<file path="src/rtl/adc_spi_responder.sv">
// rtl/adc_spi_responder.sv - SPI-slave model of an 8-channel 12-bit serial ADC
//
// Purpose: oversamples the master's sclk/cs/din on clk, decodes the 3-bit
// channel address, fetches a sample from user logic via data_req/data_valid,
// and shifts a 16-bit frame (4 zeros + 12 sample bits, MSB first) on dout.
// Optional build macro: ADC_RESP_TESTPAT_EN replaces the user handshake with
// an internal test pattern {data_ch, frame_count[8:0]}.
//
// Ports:
//   clk, rst_n       system clock (>= 8x sclk), async active-low reset
//   sclk, cs, din    asynchronous master signals (sclk idles high, cs active low)
//   dout             serial sample data, changes after sclk falling edges
//   data_req/data_ch one-clk sample request and the channel it is for
//   data_in/valid    sample from user logic while a request is outstanding
//   addr_out         last channel address from a good frame
//   frame_done/err   one-clk frame end status pulses
//   underrun         one-clk pulse when no sample arrives in time
module adc_spi_responder #(
   parameter int SYNC_STAGES = 2,
   parameter int SAMPLE_W    = 12
) (
   input  logic                clk,
   input  logic                rst_n,
   input  logic                sclk,
   input  logic                cs,
   input  logic                din,
   output logic                dout,
   output logic                data_req,
   output logic [2:0]          data_ch,
   input  logic [SAMPLE_W-1:0] data_in,
   input  logic                data_valid,
   output logic [2:0]          addr_out,
   output logic                frame_done,
   output logic                frame_err,
   output logic                underrun
);

   typedef enum logic [1:0] {IDLE, WAIT_DATA, SHIFT} state_t;

   logic [SYNC_STAGES-1:0] sclk_sync, cs_sync, din_sync;
   logic sclk_d, cs_d;
   logic sclk_s, cs_s, din_s;
   logic sclk_rise, sclk_fall, cs_fall, cs_rise;

   state_t      state, state_n;
   logic [4:0]  rise_cnt, rise_cnt_n;
   logic [3:0]  fall_cnt, fall_cnt_n;
   logic [15:0] frame, frame_n;
   logic [2:0]  addr_cap, addr_cap_n;
   logic [2:0]  next_ch, next_ch_n;
   logic [2:0]  data_ch_n, addr_out_n;
   logic        dout_n, data_req_n, frame_done_n, frame_err_n, underrun_n;

`ifdef ADC_RESP_TESTPAT_EN
   logic [8:0] frame_count;
   logic       unused_handshake;
   assign unused_handshake = ^{data_in, data_valid};
`endif

   // Synchronizers reset to the idle pin levels so reset release makes no edges.
   always_ff @(posedge clk or negedge rst_n) begin
      if (!rst_n) begin
         sclk_sync <= '1;
         cs_sync   <= '1;
         din_sync  <= '0;
         sclk_d    <= 1'b1;
         cs_d      <= 1'b1;
      end else begin
         sclk_sync <= {sclk_sync[SYNC_STAGES-2:0], sclk};
         cs_sync   <= {cs_sync[SYNC_STAGES-2:0], cs};
         din_sync  <= {din_sync[SYNC_STAGES-2:0], din};
         sclk_d    <= sclk_sync[SYNC_STAGES-1];
         cs_d      <= cs_sync[SYNC_STAGES-1];
      end
   end

   assign sclk_s    = sclk_sync[SYNC_STAGES-1];
   assign cs_s      = cs_sync[SYNC_STAGES-1];
   assign din_s     = din_sync[SYNC_STAGES-1];
   assign sclk_rise =  sclk_s & ~sclk_d;
   assign sclk_fall = ~sclk_s &  sclk_d;
   assign cs_fall   = ~cs_s   &  cs_d;
   assign cs_rise   =  cs_s   & ~cs_d;

   always_ff @(posedge clk or negedge rst_n) begin
      if (!rst_n) begin
         state      <= IDLE;
         rise_cnt   <= '0;
         fall_cnt   <= '0;
         frame      <= '0;
         addr_cap   <= '0;
         next_ch    <= '0;
         data_ch    <= '0;
         addr_out   <= '0;
         dout       <= 1'b0;
         data_req   <= 1'b0;
         frame_done <= 1'b0;
         frame_err  <= 1'b0;
         underrun   <= 1'b0;
      end else begin
         state      <= state_n;
         rise_cnt   <= rise_cnt_n;
         fall_cnt   <= fall_cnt_n;
         frame      <= frame_n;
         addr_cap   <= addr_cap_n;
         next_ch    <= next_ch_n;
         data_ch    <= data_ch_n;
         addr_out   <= addr_out_n;
         dout       <= dout_n;
         data_req   <= data_req_n;
         frame_done <= frame_done_n;
         frame_err  <= frame_err_n;
         underrun   <= underrun_n;
      end
   end

`ifdef ADC_RESP_TESTPAT_EN
   always_ff @(posedge clk or negedge rst_n) begin
      if (!rst_n)
         frame_count <= '0;
      else if (frame_done_n)
         frame_count <= frame_count + 9'd1;
   end
`endif

   always_comb begin
      state_n      = state;
      rise_cnt_n   = rise_cnt;
      fall_cnt_n   = fall_cnt;
      frame_n      = frame;
      addr_cap_n   = addr_cap;
      next_ch_n    = next_ch;
      data_ch_n    = data_ch;
      addr_out_n   = addr_out;
      dout_n       = dout;
      data_req_n   = 1'b0;
      frame_done_n = 1'b0;
      frame_err_n  = 1'b0;
      underrun_n   = 1'b0;

      case (state)
         IDLE: begin
            dout_n     = 1'b0;
            rise_cnt_n = '0;
            fall_cnt_n = '0;
            if (cs_fall) begin
               data_req_n = 1'b1;
               data_ch_n  = next_ch;
               frame_n    = '0;
               state_n    = WAIT_DATA;
            end
         end
         WAIT_DATA, SHIFT: begin
            if (cs_rise) begin
               state_n = IDLE;
               dout_n  = 1'b0;
               if (rise_cnt == 5'd16) begin
                  frame_done_n = 1'b1;
                  addr_out_n   = addr_cap;
                  next_ch_n    = addr_cap;
               end else begin
                  frame_err_n = 1'b1;
               end
            end else begin
               if (state == WAIT_DATA) begin
`ifdef ADC_RESP_TESTPAT_EN
                  frame_n[11:0] = {data_ch, frame_count};
                  state_n       = SHIFT;
`else
                  // A sample arriving on the same clk as falling edge 4 still wins.
                  if (data_valid) begin
                     frame_n[11:0] = data_in;
                     state_n       = SHIFT;
                  end else if (sclk_fall && fall_cnt == 4'd3) begin
                     underrun_n = 1'b1;
                     state_n    = SHIFT;
                  end
`endif
               end
               if (sclk_rise && rise_cnt != 5'd17) begin
                  rise_cnt_n = rise_cnt + 5'd1;
                  case (rise_cnt_n)
                     5'd3:    addr_cap_n[2] = din_s;
                     5'd4:    addr_cap_n[1] = din_s;
                     5'd5:    addr_cap_n[0] = din_s;
                     default: ;
                  endcase
               end
               // Falling edge k drives frame bit 15-k; after edge 15 dout holds.
               if (sclk_fall && fall_cnt != 4'd15) begin
                  fall_cnt_n = fall_cnt + 4'd1;
                  dout_n     = frame_n[4'd14 - fall_cnt];
               end
            end
         end
         default: state_n = IDLE;
      endcase
   end

endmodule

</file>
<file path="config.mk">
export PLATFORM = sky130hd
export DESIGN_NAME = adc_spi_responder
export DESIGN_NICKNAME = d
export VERILOG_FILES = /design/src/rtl/adc_spi_responder.sv
export SDC_FILE = /design/constraint.sdc
export NUM_CORES = 1
export LEC_CHECK = 0
export CAP_MARGIN = 30
export CORE_MARGIN = 5
export CORE_UTILIZATION = 25
export DETAILED_ROUTE_END_ITERATION = 6
export PLACE_DENSITY_LB_ADDON = 0.05
export SYNTH_ARGS = -nofsm -noshare
export SYNTH_HDL_FRONTEND = slang
export SYNTH_SLANG_ARGS = --single-unit
</file>
<file path="constraint.sdc">
create_clock -name clk -period 4.56 [get_ports clk]
set_input_delay 0.456 -clock clk [delete_from_list [all_inputs] [get_ports clk]]
set_output_delay 0.456 -clock clk [all_outputs]
set_load 0.01 [all_outputs]
</file>
### Yosys cells after proc, flatten, opt, wreduce, memory -nomap -nowiden

Cells that the tools add are included.

* $add $sub $neg: 3
* order comparisons: 1
* eq/ne operators: 16
* mux-type cells: 37
* bitwise logic cells: 9
* reduce and logical (&&, ||, !) cells: 16

Operators with widths (number)
* $mux 12: 6
* $pmux 12 s2: 1
* $mux 1: 16
* $reduce_and 3->1: 5
* $reduce_and 4->1: 3
* $eq 5x3->1 const B: 2
* $mux 2: 5
* $mux 5: 2
* $pmux 5 s2: 1
* $mux 4: 2
* $ne 2x2->1 const B: 4
* $ne 4x4->1 const B: 2
* $pmux 4 s2: 1
* $ne 3x3->1 const B: 2
* $add 5x1->5 const B: 1
* $eq 5x2->1 const B: 1
* $eq 5x5->1 const B: 1
* $lt 4x5->1 const B: 1
* $ne 5x5->1 const B: 1
* $not 1->1: 5
* $add 4x1->4 const B: 1
* $and 1x1->1: 4
* $bmux 1 s4: 1
* $eq 4x2->1 const B: 1
* other kinds (10): 13

* bits in registers: 45
* input port bits: 18
* output and inout port bits: 11
* logic and storage cells: 101

### Logic depth before layout (Yosys ltp)

* depth after elaboration: 9
* depth in mapped cells: 8
* gate-level depth less buffers: 7

### Least setup slack after synthesis

No wires, ideal clock.

* path kind: reg-to-reg
* start point: reg state[1]
* end point: reg dout
* library setup time: 130 ps
* data arrival time: 1736 ps
* required time: 4430 ps
* setup slack: 2694 ps
* stages on the path, launching flop included: 8
* buffers on the path: 0
* clock period less this slack: 1866 ps
* cell sequence: dfrtp_1 -> inv_1 -> ha_1 -> and2_4 -> mux4_2 -> or2_0 -> a32oi_1 -> o32ai_1

* longest elaborated chain between the ends: 9
* elaborated cells on any way between the ends: 15
* those cells by class: eq/ne (3); mux (8); reduce/logical (4)

RTL lines
* start, declared: RTL line 45 `state_t state, state_n;`
* start signal, assigned: RTL line 101 `state <= state_n;`
* $eq 2x1->1: RTL line 141, 165
* $mux 12: RTL line 165 `if (state == WAIT_DATA) begin`
* $mux 12: RTL line 154 `if (cs_rise) begin`
* $mux 12: RTL line 141 `case (state)`
* $bmux 1 s4: RTL line 192 `dout_n = frame_n[4'd14 - fall_cnt];`
* $mux 1 (implied by the code): RTL line 192
* $mux 1: RTL line 190 `if (sclk_fall && fall_cnt != 4'd15) begin`
* $mux 1: RTL line 154
* $pmux 1 s2: RTL line 141
* end signal, assigned: RTL line 109 `dout <= dout_n;`
* end, declared: RTL line 27 `output logic dout,`

Parallel ways exist; a longest one is shown, timed or not. The select of a mux whose other input is x is not followed.
A chain may end at the register's enable or synchronous reset.

### Worst setup path after layout

* start point: reg state[0]
* end point: reg frame[4]

* longest elaborated chain between the ends: 6
* elaborated cells on any way between the ends: 13
* those cells by class: eq/ne (4); mux (5); reduce/logical (4)

RTL lines
* $eq 2x1->1: RTL line 141, 165
* $mux 12: RTL line 165
* $mux 12: RTL line 154
* $mux 12: RTL line 141
* $mux 12: RTL line 154
* $pmux 12 s2: RTL line 141
* end signal, assigned: RTL line 104 `frame <= frame_n;`
* end, declared: RTL line 48 `logic [15:0] frame, frame_n;`

Parallel ways exist; a longest one is shown, timed or not. The select of a mux whose other input is x is not followed.

==> impl_metrics.json <==
{
  "outcome": "finished, final reports clean",
  "worst_hold_path_type": "in2async",
  "arrival_time_worst_endpoint_ns": 2.56,
  "violation_count_after_the_first_detailed_routing_iteration": 44,
  "tightestPinTransition_ns": 0.464,
  "cts_tree": "yes",
  "global_route.peak_usage_layer": "met2",
  "leakagePower_nw": 1.18,
  "place.port_buffers": 28,
  "synth-seq-cells": 45,
  "number_of_remaining_drc_errors": 0,
  "first_pass_iters": 5,
  "total_global_route_track_usage": 0.108,
  "power.density_cell_area_nw_per_um2": 447,
  "n_antenna_cell": 0,
  "synth_area_per_cell_sq_um": 10.3,
  "setup_viol": 0,
  "ys_async_sr_fraction": 1.00,
  "grt_max_degree": 28,
  "synthesis.area_sq_um": 2260,
  "place_congestion": 0.728,
  "htreeDepth": 2,
  "finalNetCount": 275,
  "cts.sink_count": 45,
  "vias_in_the_first_global_route": 1823,
  "yosysUniqueCellTypes": 51,
  "die_ar_sq_um": 11000,
  "maxSlewViolCount": 0,
  "yosys_warnings": 0,
  "groute.layer.met3.usage": 0.0247,
  "finalWorstPathRequiredPeriod_ns": 2.33,
  "post_cts_hold_buffer_count": 0,
  "grt_use_met2": 0.162,
  "finished_cell_area_sq_um": 2770,
  "dp_hpwl_mm": 4.06,
  "postPlaceCellArea_sq_um": 2660,
  "grt_pass1_wl_mm": 9.57,
  "synth_edf_count": 0,
  "cts_made_buffers": 5,
  "postSynth.topFlopCell": "sky130_fd_sc_hd__dfrtp_1",
  "slew_headroom": 0.683,
  "global_route.overflow_total": 0,
  "setup_total_negative_slack_ns": 0,
  "postSynthNetCount": 246,
  "finClkSkew_ns": 0.0105,
  "synth_top_area_cells": "sky130_fd_sc_hd__dfrtp_1, sky130_fd_sc_hd__dfstp_2, sky130_fd_sc_hd__nand2_1",
  "worst-endpoint-required_ns": 4.79,
  "path_max_fanout": 10,
  "met1_usage": 0.152,
  "seq_area_frac_synth": 0.502,
  "clk-insertion-delay-late_ns": 0.30,
  "num-fill-cells": 922,
  "maxCapViolations": 0,
  "detail_route.vias_per_cell": 4.73,
  "worstSetupEndpointType": "register",
  "clock.fmax_ghz": 0.429,
  "cts.clk_slew.worst_paths_ns": 0.10,
  "cts_max_path_buffers": 2,
  "yosys-top-cells-count": "sky130_fd_sc_hd__dfrtp_1, sky130_fd_sc_hd__nand2_1, sky130_fd_sc_hd__inv_1",
  "number_of_primary_i_o_pins": 29,
  "start_kind": "register",
  "vias": 1689,
  "die_width_um": 105,
  "fraction_of_the_core_area_covered_by_cells_at_the_end_of_the_flow": 0.316,
  "yosysTopAreaCellShare": 0.432,
  "antenna_found_initial": 0,
  "cts_root_buffer": "sky130_fd_sc_hd__clkbuf_8",
  "initial_standard_cell_utilization_of_the_core": 0.258,
  "floorplan.rows": 34,
  "die_h_um": 105,
  "wl_mm": 5.56,
  "drive_gt1_frac": 0.112,
  "critical_path_class": "reg2reg",
  "core_area_sq_um": 8760,
  "post-route-period-util": 0.511,
  "ir_worst_vdd_mv": 0.134,
  "setup_repair_after_global_routing_missed_its_margin": "false",
  "yosys.area.top_type": "sky130_fd_sc_hd__dfrtp_1",
  "cts.repair_timing.setup_buffer_count": 0,
  "cts.repair.resized": 0,
  "synthCells": 219,
  "area.growth.synth_to_final_pct": 22.7,
  "count_of_nets_left_with_antenna_violations_after_detail_routing": 0,
  "wl_per_cell_um": 15.6,
  "timing_hold_violations_final": 0
}
## path summary, 6_finish.rpt
path / depth (start not counted) / start / slack [ns] / endpoint
setup / recovery: 6 / state[0] / 2.23 / frame[4]
hold / removal: 1 / rst_n / 0.09 / frame[7]
setup reg to reg: 6 / state[0] / 2.23 / frame[4]
hold reg to reg: 0 / sclk_sync[0] / 0.36 / sclk_sync[1]
max in group asynchronous: 2 / rst_n / 3.88 / cs_d
min in group clk: 0 / sclk_sync[0] / 0.36 / sclk_sync[1]
## power by group
| part | total, W | internal (W) | switching (W) | leakage [nW] |
|---|---|---|---|---|
| Combinational | 0.000423 | 0.000165 | 0.000257 | 0.523 |
| Clock | 0.000315 | 0.000164 | 0.000151 | 0.0543 |
| Sequential | 0.000500 | 0.000453 | 0.0000476 | 0.598 |
## worst max-delay path: stages (launching register included)
cell and delay, ns:
sky130_fd_sc_hd__dfrtp_1 0.38, sky130_fd_sc_hd__inv_1 0.06, sky130_fd_sc_hd__ha_1 0.44, sky130_fd_sc_hd__and3b_1 0.27, sky130_fd_sc_hd__a211oi_2 0.38, sky130_fd_sc_hd__and3_1 0.52
sky130_fd_sc_hd__a22o_1 0.22
## cells in the final DEF (no fill, tap or decap), types with 3 or more instances in the layout
master / Yosys / routed
sky130_fd_sc_hd__dfstp_2: 6 / 6
sky130_fd_sc_hd__ha_1: 9 / 9
sky130_fd_sc_hd__o21ai_0: 10 / 10
sky130_fd_sc_hd__clkdlybuf4s50_1: 0 / 27
sky130_fd_sc_hd__nor2b_1: 3 / 3
sky130_fd_sc_hd__clkbuf_8: 0 / 5
sky130_fd_sc_hd__dfrtp_1: 39 / 39
sky130_fd_sc_hd__nor2_1: 4 / 4
sky130_fd_sc_hd__and3_1: 4 / 4
sky130_fd_sc_hd__a22oi_1: 3 / 3
sky130_fd_sc_hd__nand2_1: 39 / 39
sky130_fd_sc_hd__nand2b_1: 5 / 5
sky130_fd_sc_hd__inv_1: 13 / 13
sky130_fd_sc_hd__nand3_1: 7 / 7
sky130_fd_sc_hd__a22o_1: 11 / 11
sky130_fd_sc_hd__xnor2_1: 4 / 4
sky130_fd_sc_hd__mux2_2: 7 / 7
sky130_fd_sc_hd__a21oi_1: 4 / 4
sky130_fd_sc_hd__a31oi_1: 7 / 7
## registers in the layout, indices dropped and copies added, names as in the netlist, 2 cells and up
register and count:
frame 12, rise_cnt 5, fall_cnt 4, addr_cap 3, data_ch 3, next_ch 3, cs_sync 2, din_sync 2
sclk_sync 2, state 2
## through the flow
step,total power (W),hold WS [ns],setup slack [ns],instances
6_report,0.00124,0.0942,2.23,357
5_1_grt,0.00134,0.123,2.04,357
4_1_cts,0.00127,0.113,2.21,357
3_5_place_dp,0.000938,0.341,2.10,349
3_3_place_gp,0.000938,0.347,2.16,348
2_1_floorplan,0.000795,0.160,2.69,219
## routing by layer
metal / share of wire / vias up
met2: 0.45 / 24
met4: 0.011 / 0
met5: 0 / -
met3: 0.031 / 5
met1: 0.51 / 821
li1: - / 839
## layout make-up
class,count,area [sq um],area share
sequential,45,1130,0.409
multi-input combinational,154,1040,0.377
timing repair buffer,29,295,0.106
tap,108,135,0.0487
clock buffer,5,68.8,0.0248
inverter,13,48.8,0.0176
clock inverter,3,46.3,0.0167
## cells by family after synthesis
family	count (synthesis)	synth area share
simple gates	80	0.182
fa+ha+maj	9	0.0498
flops	45	0.502
buf+inv	20	0.0360
compound gates	50	0.158
xor+xnor	6	0.0233
mux	9	0.0493
No activity file was read; power rests on OpenSTA's default activity.
